[src/rtl/uart_frame_sender.sv]
// uart_frame_sender: builds HDR0, HDR1, LEN, payload[, checksum] frames for a
// valid/ready byte-wide UART TX. Frames start on a trigger pulse or on every
// wrap of a free-running period counter when auto mode is enabled.
// Optional feature macro: FRAME_CHECKSUM_EN appends (LEN + sum payload) mod 256.
module uart_frame_sender #(
  parameter int unsigned PERIOD_CYCLES = 5_000_000,
  parameter int unsigned MAX_PAYLOAD   = 8,
  parameter logic [7:0]  HDR0          = 8'h55,
  parameter logic [7:0]  HDR1          = 8'h5A
) (
  input  logic                     clk_a,
  input  logic                     rst_n,
  input  logic [8*MAX_PAYLOAD-1:0] i_payload,
  input  logic [7:0]               i_len,
  input  logic                     i_auto_en,
  input  logic                     i_trigger,
  output logic [7:0]               o_tx_data,
  output logic                     o_tx_valid,
  input  logic                     i_tx_ready,
  output logic                     o_busy,
  output logic                     o_frame_done
);

  localparam int unsigned CW      = $clog2(PERIOD_CYCLES);
  localparam int unsigned IW      = $clog2(MAX_PAYLOAD + 4);
  localparam logic [7:0]  MAX_LEN = 8'(MAX_PAYLOAD);
`ifdef FRAME_CHECKSUM_EN
  localparam logic [IW-1:0] TAIL = IW'(3);
`else
  localparam logic [IW-1:0] TAIL = IW'(2);
`endif

  typedef enum logic [1:0] {S_IDLE, S_LOAD, S_SEND} state_t;

  state_t        state, state_nxt;
  logic [CW-1:0] cnt;
  logic          pending;
  logic [7:0]    snap [MAX_PAYLOAD];
  logic [7:0]    len;
  logic [IW-1:0] idx;
  logic [IW-1:0] last_idx;
  logic [7:0]    pbyte;
  logic          wrap;
  logic          req_now;
  logic          busy;

  assign wrap     = i_auto_en && (cnt == CW'(PERIOD_CYCLES - 1));
  assign req_now  = i_trigger | wrap;
  assign busy     = (state != S_IDLE);
  assign o_busy   = busy;
  assign last_idx = IW'(len) + TAIL;

  // Fixed-cadence period counter, independent of frame activity.
  always_ff @(posedge clk_a or negedge rst_n) begin
    if (!rst_n)                  cnt <= '0;
    else if (!i_auto_en || wrap) cnt <= '0;
    else                         cnt <= cnt + CW'(1);
  end

  // One-deep pending request; a request during LOAD survives the LOAD clear.
  always_ff @(posedge clk_a or negedge rst_n) begin
    if (!rst_n)                pending <= 1'b0;
    else if (busy && req_now)  pending <= 1'b1;
    else if (state == S_LOAD)  pending <= 1'b0;
  end

  // FSM state register.
  always_ff @(posedge clk_a or negedge rst_n) begin
    if (!rst_n) state <= S_IDLE;
    else        state <= state_nxt;
  end

  // Frame snapshot in LOAD and byte index advance on each accepted byte.
  always_ff @(posedge clk_a or negedge rst_n) begin
    if (!rst_n) begin
      len <= '0;
      idx <= '0;
      for (int unsigned k = 0; k < MAX_PAYLOAD; k++) snap[k] <= '0;
    end else if (state == S_LOAD) begin
      len <= (i_len > MAX_LEN) ? MAX_LEN : i_len;
      idx <= '0;
      for (int unsigned k = 0; k < MAX_PAYLOAD; k++) snap[k] <= i_payload[8*k +: 8];
    end else if (state == S_SEND && i_tx_ready) begin
      idx <= idx + IW'(1);
    end
  end

  // Payload byte selected by the current index (index 3 is payload byte 0).
  always_comb begin
    pbyte = '0;
    for (int unsigned k = 0; k < MAX_PAYLOAD; k++)
      if (idx == IW'(k + 3)) pbyte = snap[k];
  end

`ifdef FRAME_CHECKSUM_EN
  logic [7:0] chk;

  // Checksum over the snapshot: LEN plus the first LEN payload bytes.
  always_comb begin
    chk = len;
    for (int unsigned k = 0; k < MAX_PAYLOAD; k++)
      if (8'(k) < len) chk = chk + snap[k];
  end
`endif

  // Next-state and output decode.
  always_comb begin
    state_nxt    = state;
    o_tx_valid   = 1'b0;
    o_tx_data    = '0;
    o_frame_done = 1'b0;
    case (state)
      S_IDLE: if (pending || req_now) state_nxt = S_LOAD;
      S_LOAD: state_nxt = S_SEND;
      S_SEND: begin
        o_tx_valid = 1'b1;
        if (idx == IW'(0))      o_tx_data = HDR0;
        else if (idx == IW'(1)) o_tx_data = HDR1;
        else if (idx == IW'(2)) o_tx_data = len;
`ifdef FRAME_CHECKSUM_EN
        else if (idx == last_idx) o_tx_data = chk;
`endif
        else                    o_tx_data = pbyte;
        if (i_tx_ready && idx == last_idx) begin
          o_frame_done = 1'b1;
          state_nxt    = S_IDLE;
        end
      end
      default: state_nxt = S_IDLE;
    endcase
  end

endmodule

[config.mk]
export PLATFORM = sky130hd
export DESIGN_NAME = uart_frame_sender
export DESIGN_NICKNAME = d
export VERILOG_FILES = /design/src/rtl/uart_frame_sender.sv
export SDC_FILE = /design/constraint.sdc
export NUM_CORES = 1
export LEC_CHECK = 0
export BUFFER_PORTS_ARGS = -buffer_cell sky130_fd_sc_hd__buf_2
export CELL_PAD_IN_SITES_DETAIL_PLACEMENT = 1
export CELL_PAD_IN_SITES_GLOBAL_PLACEMENT = 1
export CORE_ASPECT_RATIO = 0.8
export CORE_UTILIZATION = 34
export DETAILED_ROUTE_END_ITERATION = 7
export GPL_TIMING_DRIVEN = 1
export PLACE_DENSITY_LB_ADDON = 0.2
export SETUP_SLACK_MARGIN = 0.2
export SLEW_MARGIN = 10
export SYNTH_ARGS = -nofsm -noshare
export SYNTH_HDL_FRONTEND = slang
export SYNTH_SLANG_ARGS = --single-unit
[constraint.sdc]
create_clock -name clk_a -period 4.15 [get_ports clk_a]
set_input_delay 0.2075 -clock clk_a [delete_from_list [all_inputs] [get_ports clk_a]]
set_output_delay 0.2075 -clock clk_a [all_outputs]
set_load 0.05 [all_outputs]
==> impl_metrics.tcl <==
set metrics [dict create \
    switching_share_pct 41.50 \
    max_freq_ghz 0.2986 \
    p_leak_nw 2.957 \
    worst_slack_ns 0.8009 \
    fin_total_pwr_mw 3.885 \
    grt_start_max_net_pins 73 \
    place_ws_ns 1.234 \
    reg2reg_slack_ns 1.77 \
    tritoncts "yes" \
    endpoint "o_tx_data[1]" \
    slew_headroom_pct 32.66 \
    yosys_warnings 0 \
    final_nets 788 \
    syn_inst 641 \
    violations "negative hold slack" \
    avgViaCountPerCell 5.137 \
    worstPathMaxFanout 21 \
    core_area_mm2 0.01521 \
    fin_skew_ns 0.007625 \
    die_h_um 114.5 \
    synth_nets 724 \
    worstMarginPinSlew_ns 1.010 \
    port_buffers 87 \
    whs_ns -0.03845 \
    combPwrFrac_pct 36.2 \
    wl_per_cell_um 17.36 \
    dr.pass1.iters 4 \
    htree_levels 3 \
    worstReg2RegEnd "cnt[16]$_DFF_PN0_" \
    drv_cap 0 \
    rr_worst_depth 4 \
    clkPwrFrac_pct 21.9 \
    grt-ovfl-total 0 \
    worstSetupPathType "reg2out" \
    setup_viol 0 \
    synth_mux_area_share_pct 0 \
    cts_buffer_depth 2 \
    status "finished with violations" \
    clk_pin_slew_ns 0.07 \
    die_area_mm2 0.01632 \
    yosysSeqAreaShare_pct 47.49 \
    synthSimpleGateAreaFrac_pct 28.65 \
    p_per_area_mw_per_mm2 620.6 \
    power_switching_mw 1.612 \
    synth_area_per_cell_um2 8.386 \
    setup.worst_path.start "idx[0]$_DFFE_PN0P_" \
    num_vias 4721 \
    fillCellCount 1859 \
    synth_top_family_by_area "simple AND/OR/NAND/NOR gates" \
    grt_pass1_wl_um 26750 \
    die_w_um 142.6 \
    syn2layout_area_growth_pct 16.46 \
    startpoint_type "flip-flop" \
    initial_core_util_pct 35.33 \
    use_met2_pct 32.94 \
    cts_sinks 102 \
    post-cts-setup-buffer-count 0 \
    root_buffer "clkbuf_16" \
    final_hold_viol_count 11 \
    peakVddDrop_mv 0.2389 \
    met3_usage_pct 3.931 \
    min_path_type "in2async" \
    antenna_found_initial 0 \
    ys_types 62 \
    postLayoutCoreUtil_pct 41.14 \
    track_usage_pct 21.40 \
    wirelength_um 15960 \
    drv_slew 0 \
    cp_data_required_time_ns 3.94 \
    drc 0 \
    fin_crit_sh_pct 80.70 \
    antenna_left 0 \
    async_flop_share_pct 100.0 \
    num_rows 40 \
    cts_buffers 9 \
    critPathArrivalTime_ns 3.14 \
    rsz0062_at_grt "false" \
    p_int_mw 2.273 \
    setup_tns_ns 0 \
    synth_fa_ha_area_share_pct 1.397 \
    end_kind "output port" \
    timing.rr.start "cnt[2]$_DFF_PN0_" \
    n_antenna_cell 0 \
    seqPwrFrac_pct 41.9 \
    clk_latency_ns 0.36 \
    synth_seq_cells 102 \
    cts.repair.resized 0 \
    grtUsageMet1_pct 30.61 \
    gr-max-usage-layer "met2" \
    syn_area_mm2 0.005375 \
    finalWorstPathRequiredPeriod_ns 3.349 \
    grt_pass1_vias 5031 \
    dp_hpwl_um 11570 \
    drtIter0Drc 299 \
    ys.flop_type "dfrtp_1" \
    gp_congestion 0.8712 \
    synth-edff-count 0 \
    synth_compound_area_share_pct 15.01 \
    synth-xor-area-share_pct 2.607 \
    drive_gt1_share_pct 17.63 \
    io_pins 88 \
    cts_hold_buf 0 \
]
==> cell usage after synthesis (3+ instances only) <==
| master | count | area, µm² |
|---|---|---|
| inv_1 | 23 | 86.33 |
| a31oi_1 | 6 | 37.54 |
| and4_1 | 5 | 43.79 |
| nand2b_1 | 3 | 18.77 |
| ha_1 | 6 | 75.07 |
| or2_2 | 3 | 18.77 |
| nand4_2 | 3 | 37.54 |
| clkbuf_1 | 34 | 127.6 |
| nor2_1 | 22 | 82.58 |
| nand2_1 | 217 | 814.5 |
| a21o_1 | 3 | 22.52 |
| or3_1 | 6 | 37.54 |
| nor2b_1 | 16 | 100.1 |
| and2_1 | 4 | 25.02 |
| a22o_1 | 6 | 52.55 |
| dfrtp_1 | 102 | 2552 |
| nor3_1 | 6 | 30.03 |
| a211oi_1 | 9 | 67.56 |
| a21oi_1 | 31 | 155.2 |
| o21ai_0 | 32 | 160.2 |
| buf_4 | 3 | 22.52 |
| or3_2 | 3 | 22.52 |
| xnor2_1 | 8 | 70.07 |
| xor2_1 | 8 | 70.07 |
| o22ai_1 | 4 | 25.02 |
| buf_2 | 4 | 20.02 |
| nor3b_1 | 4 | 30.03 |
| nand3_1 | 10 | 50.05 |
| nand3b_1 | 8 | 60.06 |
| nand4_1 | 6 | 37.54 |
==> area by class of cell <==
| cell class | count | area (µm²) | share of cell area, % |
|---|---|---|---|
| timing repair buffer | 94 | 490.5 | 7.835 |
| clock inverter | 3 | 45.04 | 0.7196 |
| inverter | 24 | 90.09 | 1.439 |
| clock buffer | 12 | 246.5 | 3.938 |
| sequential | 102 | 2552 | 40.78 |
| multi-input combinational | 474 | 2572 | 41.10 |
| tap | 210 | 262.8 | 4.197 |
==> critical path: stages (launching register included) <==
cell	delay [ns]
dfrtp_1	0.47
inv_1	0.12
ha_1	0.58
buf_4	0.35
nor2b_1	0.28
a22o_1	0.18
a32oi_1	0.06
a221oi_1	0.39
buf_2	0.34
==> stage by stage <==
stage / hold WS (ns) / cell area, µm² / std cells
2_1_floorplan: -0.08809 / 5375 / 641
3_3_place_gp: 0.3957 / 5968 / 904
3_5_place_dp: 0.4036 / 5968 / 904
4_1_cts: 0.02237 / 6260 / 919
5_1_grt: 0.04959 / 6260 / 919
6_report: -0.03845 / 6260 / 919
==> state kept, by name, indices dropped and copies added, names as in the netlist <==
name     count
pending      1
idx          4
cnt         23
snap        64
state        2
len          8
==> cell usage in the layout (no fill, tap or decap), types with 8 or more instances in the layout <==
cell | synthesis | final
a211oi_1 | 9 | 9
a21oi_1 | 31 | 31
buf_2 | 4 | 86
buf_4 | 3 | 8
clkbuf_16 | 0 | 9
dfrtp_1 | 102 | 102
inv_1 | 23 | 23
nand2_1 | 217 | 216
nand3_1 | 10 | 10
nand3b_1 | 8 | 8
nor2_1 | 22 | 22
nor2b_1 | 16 | 15
o21ai_0 | 32 | 32
xnor2_1 | 8 | 8
xor2_1 | 8 | 8
==> logic make-up after synthesis <==
| family | count (synthesis) |
|---|---|
| fa+ha+maj | 6 |
| compound gates | 122 |
| simple gates | 330 |
| flops | 102 |
| buf+inv | 65 |
| xor+xnor | 16 |
==> metal layers <==
metal | vias up | share of wire, % | routed length, µm
li1 | 2285 | - | -
met5 | - | 0 | 0
met4 | 0 | 1.2 | 194
met1 | 2341 | 50 | 8052
met2 | 81 | 45 | 7102
met3 | 14 | 3.8 | 604
==> power by group through the flow <==
stage / registers, mW / clock network (mW) / logic [mW]
6_report: 1.63 / 0.852 / 1.41
4_1_cts: 1.62 / 0.869 / 1.43
3_5_place_dp: 1.64 / 0 / 1.42
3_3_place_gp: 1.64 / 0 / 1.36
2_1_floorplan: 1.48 / 0 / 1.06
5_1_grt: 1.66 / 0.905 / 1.61
==> worst min path at each step <==
stage                                 endpoint  slack (ns)  depth (start not counted)
after floorplan               cnt[0]$_DFF_PN0_       -0.09                          0
after CTS                    cnt[21]$_DFF_PN0_        0.02                          1
after global placement        cnt[6]$_DFF_PN0_        0.40                          1
final                         cnt[7]$_DFF_PN0_       -0.04                          1
after global routing      snap[18]$_DFFE_PN0P_        0.05                          3
after detailed placement  snap[13]$_DFFE_PN0P_        0.40                          3
(Power assumes the default switching activity.)
